<file path="src/rtl/det3x3_seq_ctrl.sv">
// 3x3 determinant sequencer: cofactor expansion along row 1 through a shared 2x2 determinant unit.
module det3x3_seq_ctrl #(
   parameter int unsigned ACC_W = 18,
   parameter bit          SAT   = 1'b0
) (
   input  logic        clk,
   input  logic        rst_n,
   input  logic        start,
   input  logic [71:0] matriz_3x3,
   output logic [31:0] minor_out,
   input  logic [7:0]  minor_det_in,
   input  logic        minor_ovf_in,
   output logic        busy,
   output logic        done,
   output logic [7:0]  det,
   output logic        overflow_flag
);

   localparam int unsigned EL_W   = 8;
   localparam int unsigned PROD_W = 16;
   localparam int unsigned MAT_W  = 72;
   localparam int unsigned MIN_W  = 32;

   localparam logic signed [ACC_W-1:0] POS_LIM = ACC_W'(127);
   localparam logic signed [ACC_W-1:0] NEG_LIM = ACC_W'(-128);

   typedef enum logic [2:0] {
      ST_IDLE = 3'd0,
      ST_M0   = 3'd1,
      ST_M1   = 3'd2,
      ST_M2   = 3'd3,
      ST_FIN  = 3'd4
   } state_t;

   state_t                   state_q, state_d;
   logic [MAT_W-1:0]         mat_q, mat_d;
   logic signed [ACC_W-1:0]  acc_q, acc_d;
   logic                     sticky_q, sticky_d;
   logic [MIN_W-1:0]         minor_q, minor_d;
   logic                     busy_q, busy_d;
   logic                     done_q, done_d;
   logic [EL_W-1:0]          det_q, det_d;
   logic                     ovf_q, ovf_d;

   logic signed [EL_W-1:0]   coef;
   logic signed [PROD_W-1:0] prod;
   logic signed [ACC_W-1:0]  prod_ext;
   logic                     range_ovf;

   // Minor presented to the 2x2 unit for a given state (row 1 and column k removed).
   function automatic logic [MIN_W-1:0] minor_sel(input state_t st, input logic [MAT_W-1:0] m);
      logic [MIN_W-1:0] r;
      r = '0;
      case (st)
         ST_M0:   r = {m[39:32], m[31:24], m[15:8],  m[7:0]};
         ST_M1:   r = {m[47:40], m[31:24], m[23:16], m[7:0]};
         ST_M2:   r = {m[47:40], m[39:32], m[23:16], m[15:8]};
         default: r = '0;
      endcase
      return r;
   endfunction

   // Row-1 coefficient times returned minor determinant, sign-extended to the accumulator.
   always_comb begin
      coef = '0;
      case (state_q)
         ST_M0:   coef = $signed(mat_q[71:64]);
         ST_M1:   coef = $signed(mat_q[63:56]);
         ST_M2:   coef = $signed(mat_q[55:48]);
         default: coef = '0;
      endcase
      prod      = PROD_W'(coef) * PROD_W'($signed(minor_det_in));
      prod_ext  = {{(ACC_W-PROD_W){prod[PROD_W-1]}}, prod};
      range_ovf = (acc_q > POS_LIM) || (acc_q < NEG_LIM);
   end

   // Next-state and next-output logic; minor_out is registered from the next state.
   always_comb begin
      state_d  = state_q;
      mat_d    = mat_q;
      acc_d    = acc_q;
      sticky_d = sticky_q;
      busy_d   = busy_q;
      done_d   = 1'b0;
      det_d    = det_q;
      ovf_d    = ovf_q;
      case (state_q)
         ST_IDLE: begin
            if (start) begin
               mat_d    = matriz_3x3;
               acc_d    = '0;
               sticky_d = 1'b0;
               busy_d   = 1'b1;
               state_d  = ST_M0;
            end
         end
         ST_M0: begin
            acc_d    = acc_q + prod_ext;
            sticky_d = sticky_q | minor_ovf_in;
            state_d  = ST_M1;
         end
         ST_M1: begin
            acc_d    = acc_q - prod_ext;
            sticky_d = sticky_q | minor_ovf_in;
            state_d  = ST_M2;
         end
         ST_M2: begin
            acc_d    = acc_q + prod_ext;
            sticky_d = sticky_q | minor_ovf_in;
            state_d  = ST_FIN;
         end
         ST_FIN: begin
            ovf_d = range_ovf | sticky_q;
            if (SAT && range_ovf) begin
               det_d = acc_q[ACC_W-1] ? 8'h80 : 8'h7F;
            end else begin
               det_d = acc_q[EL_W-1:0];
            end
            busy_d  = 1'b0;
            done_d  = 1'b1;
            state_d = ST_IDLE;
         end
         default: begin
            state_d = ST_IDLE;
         end
      endcase
      minor_d = minor_sel(state_d, mat_d);
   end

   // State and output registers.
   always_ff @(posedge clk or negedge rst_n) begin
      if (!rst_n) begin
         state_q  <= ST_IDLE;
         mat_q    <= '0;
         acc_q    <= '0;
         sticky_q <= 1'b0;
         minor_q  <= '0;
         busy_q   <= 1'b0;
         done_q   <= 1'b0;
         det_q    <= '0;
         ovf_q    <= 1'b0;
      end else begin
         state_q  <= state_d;
         mat_q    <= mat_d;
         acc_q    <= acc_d;
         sticky_q <= sticky_d;
         minor_q  <= minor_d;
         busy_q   <= busy_d;
         done_q   <= done_d;
         det_q    <= det_d;
         ovf_q    <= ovf_d;
      end
   end

   assign minor_out     = minor_q;
   assign busy          = busy_q;
   assign done          = done_q;
   assign det           = det_q;
   assign overflow_flag = ovf_q;

endmodule

</file>
<file path="config.mk">
export PLATFORM = sky130hd
export DESIGN_NAME = det3x3_seq_ctrl
export DESIGN_NICKNAME = d
export VERILOG_FILES = /design/src/rtl/det3x3_seq_ctrl.sv
export SDC_FILE = /design/constraint.sdc
export NUM_CORES = 1
export LEC_CHECK = 0
export ABC_AREA = 1
export CAP_MARGIN = 15
export CORE_AREA = 8 8 162 164
export CTS_CLUSTER_DIAMETER = 150
export DETAILED_ROUTE_END_ITERATION = 16
export DIE_AREA = 0 0 170 172
export PLACE_DENSITY_LB_ADDON = 0.2
export SLEW_MARGIN = 30
export SYNTH_ARGS = -nofsm -noshare
export SYNTH_HDL_FRONTEND = slang
export SYNTH_SLANG_ARGS = --single-unit
</file>
<file path="constraint.sdc">
create_clock -name clk -period 6.35 [get_ports clk]
set_input_delay 0.9525 -clock clk [delete_from_list [all_inputs] [get_ports clk]]
set_output_delay 0.9525 -clock clk [all_outputs]
set_load 0.02 [all_outputs]
</file>
**After elaboration in Yosys (flattened, before gate mapping)**

Index checks and enable logic that the tools add are counted.

- Add/sub/neg operators: 2
- Reduce and logical (&&, ||, !) cells: 11
- Shift-type cells: 0
- Muxes and demuxes: 13
- Magnitude comparators: 2
- Multipliers: 1
- Bitwise gates (word level): 2
- Div/mod/pow operators: 0
- Equality and inequality tests: 8

Operators by type and width:

| kind | number |
|---|---|
| $mux W48 | 2 |
| $pmux W32 S3 | 1 |
| $pmux W18 S3 | 1 |
| $pmux W8 S3 | 1 |
| $add A18 B16 Y18 | 1 |
| $gt A18 B8 Y1 const B | 1 |
| $lt A18 B8 Y1 const B | 1 |
| $mux W18 | 1 |
| $sub A18 B16 Y18 | 1 |
| $mul A8 B8 Y16 | 1 |
| $eq A3 B2 Y1 const B | 4 |
| $pmux W3 S4 | 1 |
| $reduce_and A2 Y1 | 4 |
| $eq A3 B1 Y1 const B | 2 |
| $pmux W1 S2 | 2 |
| $reduce_bool A2 Y1 | 2 |
| $eq A3 B3 Y1 const B | 1 |
| $logic_not A3 Y1 | 1 |
| $mux W1 | 3 |
| $mux W3 | 1 |
| $reduce_bool A3 Y1 | 1 |
| $reduce_or A3 Y1 | 1 |
| $ne A2 B2 Y1 const B | 1 |
| $or A1 B1 Y1 | 2 |
| other kinds (2) | 2 |

- Bits in latches: 0
- Output and inout bits: 43
- Register bits after elaboration: 137
- Bits in read-only memories: 0
- Memories: 0
- RAM bits: 0

**Longest topological paths before layout**

Gate-level depths: netlist of run 1.

- Word-level depth: 5
- Depth in mapped cells: 39
- Mapped depth without buffers: 39

**Worst setup path after synthesis of run 1**

No wires, ideal clock.

- Path type: reg2reg
- From: register state_q[2]
- To: register acc_q[17]
- Path buffers: 2
- Arrival: 6.424 ns
- Setup slack: -0.192 ns
- Period minus slack after synthesis: 6.542 ns
- Cell stages (with the launch flop): 36
- Data required time: 6.232 ns
- Cells stage by stage: dfrtp_1 > buf_4 > nor3_1 > buf_2 > nand2_1 > nand3_1 > nor2_1 > fa_1 > inv_1 > fa_1 > inv_1 > fa_1 > inv_1 > fa_1 > inv_1 > ha_1 > nand2_1 > inv_1 > a21oi_1 > nand2_1 > nand2_1 > nand2_1 > nor2_1 > nand3_2 > o21bai_2 > nand2_1 > nand2_2 > o31ai_1 > ha_1 > inv_1 > nor3_1 > nand2_1 > o311ai_0 > nand3_1 > nand3_1 > nand2_1

- Longest elaborated chain between the ends: 5
- Elaborated cells on any way between the ends: 13
- Classes of those cells: add/sub: 2; mul: 1; eq/ne: 4; mux: 2; reduce/logical: 4

RTL lines:

| item | RTL line | text |
|---|---|---|
| from (decl) | 35 | `state_t state_q, state_d;` |
| from (signal assigned) | 143 | `state_q <= state_d;` |
| $eq A3 B2 Y1 / $eq A3 B1 Y1 (equally long branches) | 66, 87 |  |
| $pmux W8 S3 | 66 | `case (state_q)` |
| $mul A8 B8 Y16 | 72 | `prod = PROD_W'(coef) * PROD_W'($signed(minor_det_in));` |
| $add A18 B16 Y18 / $sub A18 B16 Y18 (equally long branches) | 98, 108, 103 |  |
| $pmux W18 S3 | 87 | `case (state_q)` |
| to (signal assigned) | 135 | `acc_q <= '0;` |
| to (signal assigned) | 145 | `acc_q <= acc_d;` |
| to (decl) | 37 | `logic signed [ACC_W-1:0] acc_q, acc_d;` |

Several ways; a longest one is shown, not always the timed one.
A chain may end at the register's enable or synchronous reset.

**Final worst setup path of run 1**

Same ends and word-level chain as after synthesis.

==> flow_summary_export.csv, run 1 <==
group,metric,value,unit
cts,clkSlewWorstSetupHoldPaths,0.07,ns
sta,period_needed,6.27,ns
floorplan,fp.dieW,170,µm
yosys,synth_area_leaders,"dfrtp_1 (37%), nand2_1 (15%), fa_1 (12%)",
sta,slew_viol_final,0,
yosys,async_reset_ff_frac,1.00,
cts,cts_num_sinks,137,
sta,slew_headroom,0.429,
global_route,antenna_found_initial,2,
yosys,synth_top_area_frac,0.368,
route,vias,8116,
sta,period_share,0.987,
sta,worst_pin_slew,0.853,ns
run_status,status,"completed",
cts,cts_tree,"yes",
cts,cts_max_level,4,
yosys,synth_seq_area_share,0.368,
layout,nets,1621,
cts,root_buffer,"clkbuf_16",
layout,fin_cells,1773,
place,place_ws,-0.613,ns
worst_setup_path,critPathKind,"flip-flop to flip-flop",
global_route,grt.total_usage,0.176,
sta,fin_ws,0.0798,ns
floorplan,start_util,0.391,
yosys,postSynthRegisterBits,137,
yosys,ys_types,44,
place,place_hpwl,18.7,mm
place,dp.cells,1711,
floorplan,rows,57,
sta,fin_skew,0.0150,ns
yosys,synth_edf_count,0,
route,drt_iter0_drc,360,
global_route,grt_pass1_vias,8428,
route,route.detailed.drc,0,
floorplan,fp.coreArea,23800,µm²
worst_setup_path,endpoint_kind,"flip-flop",
worst_setup_path,crit_path_max_incr_delay,0.54,ns
sta,setup_viol,0,
route,vias_per_cell,4.58,
sta,whs,0.475,ns
layout,drive_gt1_frac,0.216,
worst_setup_path,crit_path_frequent_cell,"inv_2",
route,wl_per_cell,14.1,µm
sta,max_freq,0.159,GHz
worst_setup_path,critPathLaunchType,"flip-flop",
worst_setup_path,cp_max_fo,7,
global_route,grt_pass1_wl,41.5,mm
worst_setup_path,cp_data_arrival_time,6.63,ns
cts,clock_latency,0.43,ns
yosys,synth_top_cell_by_area,"dfrtp_1",
layout,area_delta_synth_final,41.0,%
route,ant_nets,0,
floorplan,ios,127,
route,dr.pass1.iters,6,
yosys,syn_area_per_cell,7.88,µm²
sta,rsz0062_at_grt,"true",
yosys,synth_flop_cell,"dfrtp_1",
yosys,syn_nets,1369,
yosys,synth_cells,1182,
floorplan,die_height,172,µm
worst_setup_path,required,6.71,ns
route,drt-total-wl,24.9,mm
worst_setup_path,slowest_stage,"fa_1",
job,cap_violations,0,
global_route,grt_max_degree,108,
cts,cts_buffers,17,
min_path,hold_path_class,"flip-flop to flip-flop",
sta,setup_tns,0,ns
sta,hold_viol,0,
place,place_congestion,0.866,
floorplan,dieArea,29200,µm²
yosys,syn-cell-area,9320,µm²
cts,clockBufferDepth,2,
global_route,overflow,0,
yosys,yosys_warnings,0,
place,io_buffers,126,
## sequential cells by signal, summed over array words and instances, names as in the netlist
register,cells
acc_q,18
busy,1
det,8
done,1
mat_q,72
minor_out,32
overflow_flag,1
state_q,3
sticky_q,1
## logic make-up after synthesis
logic type / synth area share
compound gates: 0.0888
xor+xnor: 0.0261
fa+ha+maj: 0.183
buf+inv: 0.109
flops: 0.368
simple gates: 0.225
## synthesized netlist by cell type (2+ instances only)
cell type	n
nand2_2	3
o41ai_1	2
xnor2_2	2
clkbuf_1	24
inv_2	8
xor2_1	13
a21oi_1	31
nand3_1	33
o21ai_0	50
nor3_1	4
inv_1	227
dfrtp_1	137
and2_1	16
o211ai_1	16
nor2_1	44
nor4_1	2
o21ai_1	3
ha_1	47
nand3_2	5
a21o_1	2
nand2_1	383
o22ai_1	22
nor2_2	3
fa_1	56
xnor2_1	11
buf_1	6
o31ai_1	4
nand4_1	11
buf_2	2
## metal layers
metal,global-route usage,up-vias,part of all wire
met5,0,-,0.00052
met4,0.0427,2,0.015
met3,0.0498,35,0.057
met2,0.293,141,0.47
met1,0.224,3792,0.45
li1,-,4146,-
## critical path, delay by kind of cell, from the launching register on
kind | cells | cell delay [ns]
fa+ha+maj | 6 | 2.56
simple gates | 16 | 1.55
buf+inv | 11 | 0.95
compound gates | 3 | 0.67
flops | 1 | 0.46
## cell usage in the layout (no fill, tap or decap), drive strengths merged, types with 2 or more instances in the layout
cell type      Yosys  final
nand4             11     11
and2              16     16
o21ai             53     53
nand2            386    386
clkinvlp           0      2
dlygate4sd2        0      2
dfrtp            137    137
xor2              13     13
xnor2             13     13
clkinv             1      7
dlymetal6s2s       0      3
nor3               4      4
o21bai             2      2
o31ai              4      4
clkbuf            24     17
nand3             39     39
a21o               2      2
o211ai            16     16
clkdlybuf4s50      0    120
a21oi             31     31
fa                56     56
o41ai              2      2
nor2              48     48
nor4               2      2
ha                47     47
o22ai             22     22
buf                9    141
inv              235    242
diode              0      2
## worst paths after layout
check                                          start                     to  slack [ns]  depth (start not counted)
worst max-delay path            state_q[2]$_DFF_PN0_  acc_q[17]$_DFFE_PN0P_        0.08                         36
worst min register to register    mat_q[7]$_DFF_PN0_     mat_q[7]$_DFF_PN0_        0.47                          2
worst min-delay path              mat_q[7]$_DFF_PN0_     mat_q[7]$_DFF_PN0_        0.47                          2
min in group asynchronous                      rst_n     det[6]$_DFFE_PN0P_        0.53                          1
worst max register to register  state_q[2]$_DFF_PN0_  acc_q[17]$_DFFE_PN0P_        0.08                         36
max in group asynchronous                      rst_n   state_q[2]$_DFF_PN0_        4.70                          2
## cell type report
class	instances	area (µm²)
Timing Repair Buffer	266	2380
Sequential cell	137	3430
Antenna cell	2	5.00
Fill cell	2282	10700
Clock inverter	15	158
Tap cell	324	405
Multi-Input combinational cell	776	5440
Inverter	236	890
Clock buffer	17	425
## repair_timing
action	CTS	global route
hold buffers	0	0
setup endpoints to repair	8	10
setup buffers	7	22
gates resized for setup	36	118
pin swaps	15	70
## through the flow
step | cell area [µm²] | utilization
final | 13100 | 0.552
after floorplan | 9330 | -
after global routing | 13100 | 0.551
after CTS | 12600 | 0.527
after detailed placement | 11700 | 0.493
after global placement | 11700 | 0.492
Power of run 1 is not shown: default switching activity piles up to over one toggle a cycle in this logic, so the estimate is an artifact.
==> inputs of run 2 (changes only) <==
--- a/config.mk
+++ b/config.mk
@@ -9,6 +9,7 @@
 export CAP_MARGIN = 15
 export CORE_AREA = 8 8 162 164
 export CTS_CLUSTER_DIAMETER = 150
+export CTS_CLUSTER_SIZE = 25
 export DETAILED_ROUTE_END_ITERATION = 16
 export DIE_AREA = 0 0 170 172
 export PLACE_DENSITY_LB_ADDON = 0.2
==> results of run 2 <==
No change in the layout: final DEF, timing and power equal those of run 1.
Power of run 2 is left out for the same reason.
==> inputs of run 3 (changes only) <==
--- a/config.mk
+++ b/config.mk
@@ -7,11 +7,13 @@
 export LEC_CHECK = 0
 export ABC_AREA = 1
 export CAP_MARGIN = 15
-export CORE_AREA = 8 8 162 164
+export CELL_PAD_IN_SITES_DETAIL_PLACEMENT = 1
+export CELL_PAD_IN_SITES_GLOBAL_PLACEMENT = 1
+export CORE_AREA = 8 8 168 170
 export CTS_CLUSTER_DIAMETER = 150
 export CTS_CLUSTER_SIZE = 25
 export DETAILED_ROUTE_END_ITERATION = 16
-export DIE_AREA = 0 0 170 172
+export DIE_AREA = 0 0 176 178
 export PLACE_DENSITY_LB_ADDON = 0.2
 export SLEW_MARGIN = 30
 export SYNTH_ARGS = -nofsm -noshare
==> run 3 against run 2 <==
The run now ends with negative setup slack left. First-iteration DRC count down 16%. Cell count unchanged. Fmax down 2.7%. Critical path type unchanged. Critical endpoint unchanged.
==> flow_summary_export.csv, run 3 (same netlist as run 1, synthesis figures left out) <==
group,metric,value,unit
worst_setup_path,cp_max_fo,8,
run_status,failed_checks,"negative setup slack",
sta,period_share,1.01,
layout,fillers,3034,
min_path,hold_depth,2,
place,place_hpwl,21.3,mm
worst_setup_path,slowest_stage,"fa_1",
layout,nets,1612,
floorplan,dieArea,31300,µm²
route,wl_per_cell,16.8,µm
sta,worst_pin_slew,0.832,ns
layout,regMostFlops,"mat_q",
sta,fin_ws,-0.0944,ns
global_route,grt.total_usage,0.186,
cts,clkSlewWorstSetupHoldPaths,0.07,ns
worst_setup_path,regToRegSetupSlack,-0.09,ns
global_route,overflow,0,
layout,multi_input_area,5640,µm²
floorplan,die_height,178,µm
route,ant_nets,0,
global_route,grt_pass1_wl,46.9,mm
sta,hold_viol,0,
sta,rsz0062_at_grt,"true",
layout,largest_register_ffs,72,
place,io_buffers,126,
min_path,min_to,"mat_q[5]$_DFF_PN0_",
global_route,grt_pass1_vias,9400,
worst_setup_path,required,6.72,ns
sta,slew_headroom,0.445,
route,dr.pass1.iters,6,
worst_setup_path,crit_path_max_incr_delay,0.53,ns
cts,root_buffer,"clkbuf_16",
cts,clock_latency,0.43,ns
floorplan,ios,127,
sta,fin_skew,0.0140,ns
cts,cts_tree,"yes",
layout,layout_commonest_cell,"nand2_1",
cts,cts.hold.buffers_added,0,
worst_setup_path,endpoint_kind,"flip-flop",
layout,mostFrequentLayoutCells,"nand2_1 (339), inv_1 (210), dfrtp_1 (136), clkdlybuf4s50_1 (122), buf_4 (119)",
cts,cts_num_sinks,137,
run_status,status,"complete, but fails checks",
layout,diodes,0,
sta,period_needed,6.44,ns
route,vias_per_cell,4.79,
place,place_congestion,0.845,
global_route,grt_max_degree,86,
min_path,hold_path_class,"flip-flop to flip-flop",
sta,max_freq,0.155,GHz
layout,drive_gt1_frac,0.232,
route,vias,8496,
min_path,min-delay-start,"mat_q[5]$_DFF_PN0_",
worst_setup_path,worstReg2RegEnd,"acc_q[17]$_DFFE_PN0P_",
worst_setup_path,critPathLaunchType,"flip-flop",
route,route.detailed.drc,0,
worst_setup_path,reg2reg_from,"state_q[0]$_DFF_PN0_",
place,dp.cells,1722,
worst_setup_path,setup.worst_path.start,"state_q[0]$_DFF_PN0_",
floorplan,fp.dieW,176,µm
worst_setup_path,critPathKind,"flip-flop to flip-flop",
sta,slew_viol_final,0,
layout,seq_area,3430,µm²
global_route,antenna_found_initial,2,
route,drt-total-wl,29.8,mm
cts,clockBufferDepth,2,
cts,cts_max_level,4,
sta,setup_viol,2,
worst_setup_path,crit_path_frequent_cell,"inv_2",
layout,fin_cells,1773,
job,cap_violations,0,
place,place_ws,-0.803,ns
worst_setup_path,cp_data_arrival_time,6.81,ns
layout,area_delta_synth_final,42.5,%
route,drt_iter0_drc,301,
worst_setup_path,rr_worst_depth,35,
cts,cts_buffers,17,
floorplan,fp.coreArea,25600,µm²
floorplan,start_util,0.364,
floorplan,rows,59,
-- run 3: cell types whose count changed in the layout (fill, tap and decap cells not counted), sizes merged --
| cell | before | now |
|---|---|---|
| buf | 141 | 132 |
| clkdlybuf4s50 | 120 | 122 |
| diode | 2 | 0 |
| dlymetal6s2s | 3 | 0 |
| dlygate4sd2 | 2 | 3 |
-- run 3: worst max path at each step --
stage	end	slack, ns	cells after the start
final	acc_q[17]$_DFFE_PN0P_	-0.09	35
after global routing	acc_q[17]$_DFFE_PN0P_	-0.43	34
after CTS	acc_q[17]$_DFFE_PN0P_	-0.06	39
after detailed placement	acc_q[17]$_DFFE_PN0P_	-0.80	29
after global placement	acc_q[17]$_DFFE_PN0P_	-0.54	29
after floorplan	acc_q[17]$_DFFE_PN0P_	0.002	32
-- run 3: timing repair --
| item | 4_1_cts | 5_1_grt |
|---|---|---|
| pin swaps | 14 | 72 |
| gates resized for setup | 37 | 150 |
| buffers inserted | 3 | 17 |
| endpoints found under the setup margin | 9 | 10 |
| gates cloned | 0 | 0 |
-- run 3: critical path, delay by kind of cell (launching register included) --
| family | cells | cell delay [ns] |
|---|---|---|
| adder cells (fa/ha/maj) | 6 | 2.58 |
| AND/OR/NAND/NOR | 18 | 2.26 |
| buffers and inverters | 8 | 0.56 |
| AO/OA/AOI/OAI | 2 | 0.40 |
| flip-flops | 1 | 0.38 |
| XOR/XNOR | 1 | 0.15 |
-- run 3: area by class of cell --
type | count | area share
sequential | 137 | 0.258
tap | 335 | 0.0316
clock buffer | 17 | 0.0321
multi-input combinational | 776 | 0.425
inverter | 236 | 0.0668
timing repair buffer | 257 | 0.172
clock inverter | 15 | 0.0137
-- run 3: through the flow --
| step | hold WS (ns) | util | TNS (ns) | area (µm²) |
|---|---|---|---|---|
| 5_1_grt | 0.498 | 0.518 | -1.61 | 13300 |
| 3_3_place_gp | 0.456 | 0.458 | -3.54 | 11700 |
| 4_1_cts | 0.482 | 0.488 | -0.0575 | 12500 |
| 2_1_floorplan | 0.443 | - | 0 | 9330 |
| 3_5_place_dp | 0.463 | 0.458 | -5.51 | 11700 |
| 6_report | 0.479 | 0.518 | -0.135 | 13300 |
-- run 3: per-layer routing --
layer	vias to the layer above	global-route usage	routed length (µm)
li1	4117	-	-
met1	4208	0.217	12400
met5	-	0	31
met3	35	0.0531	1470
met2	132	0.333	15500
met4	4	0.0417	398
Power of run 3 is left out for the same reason.
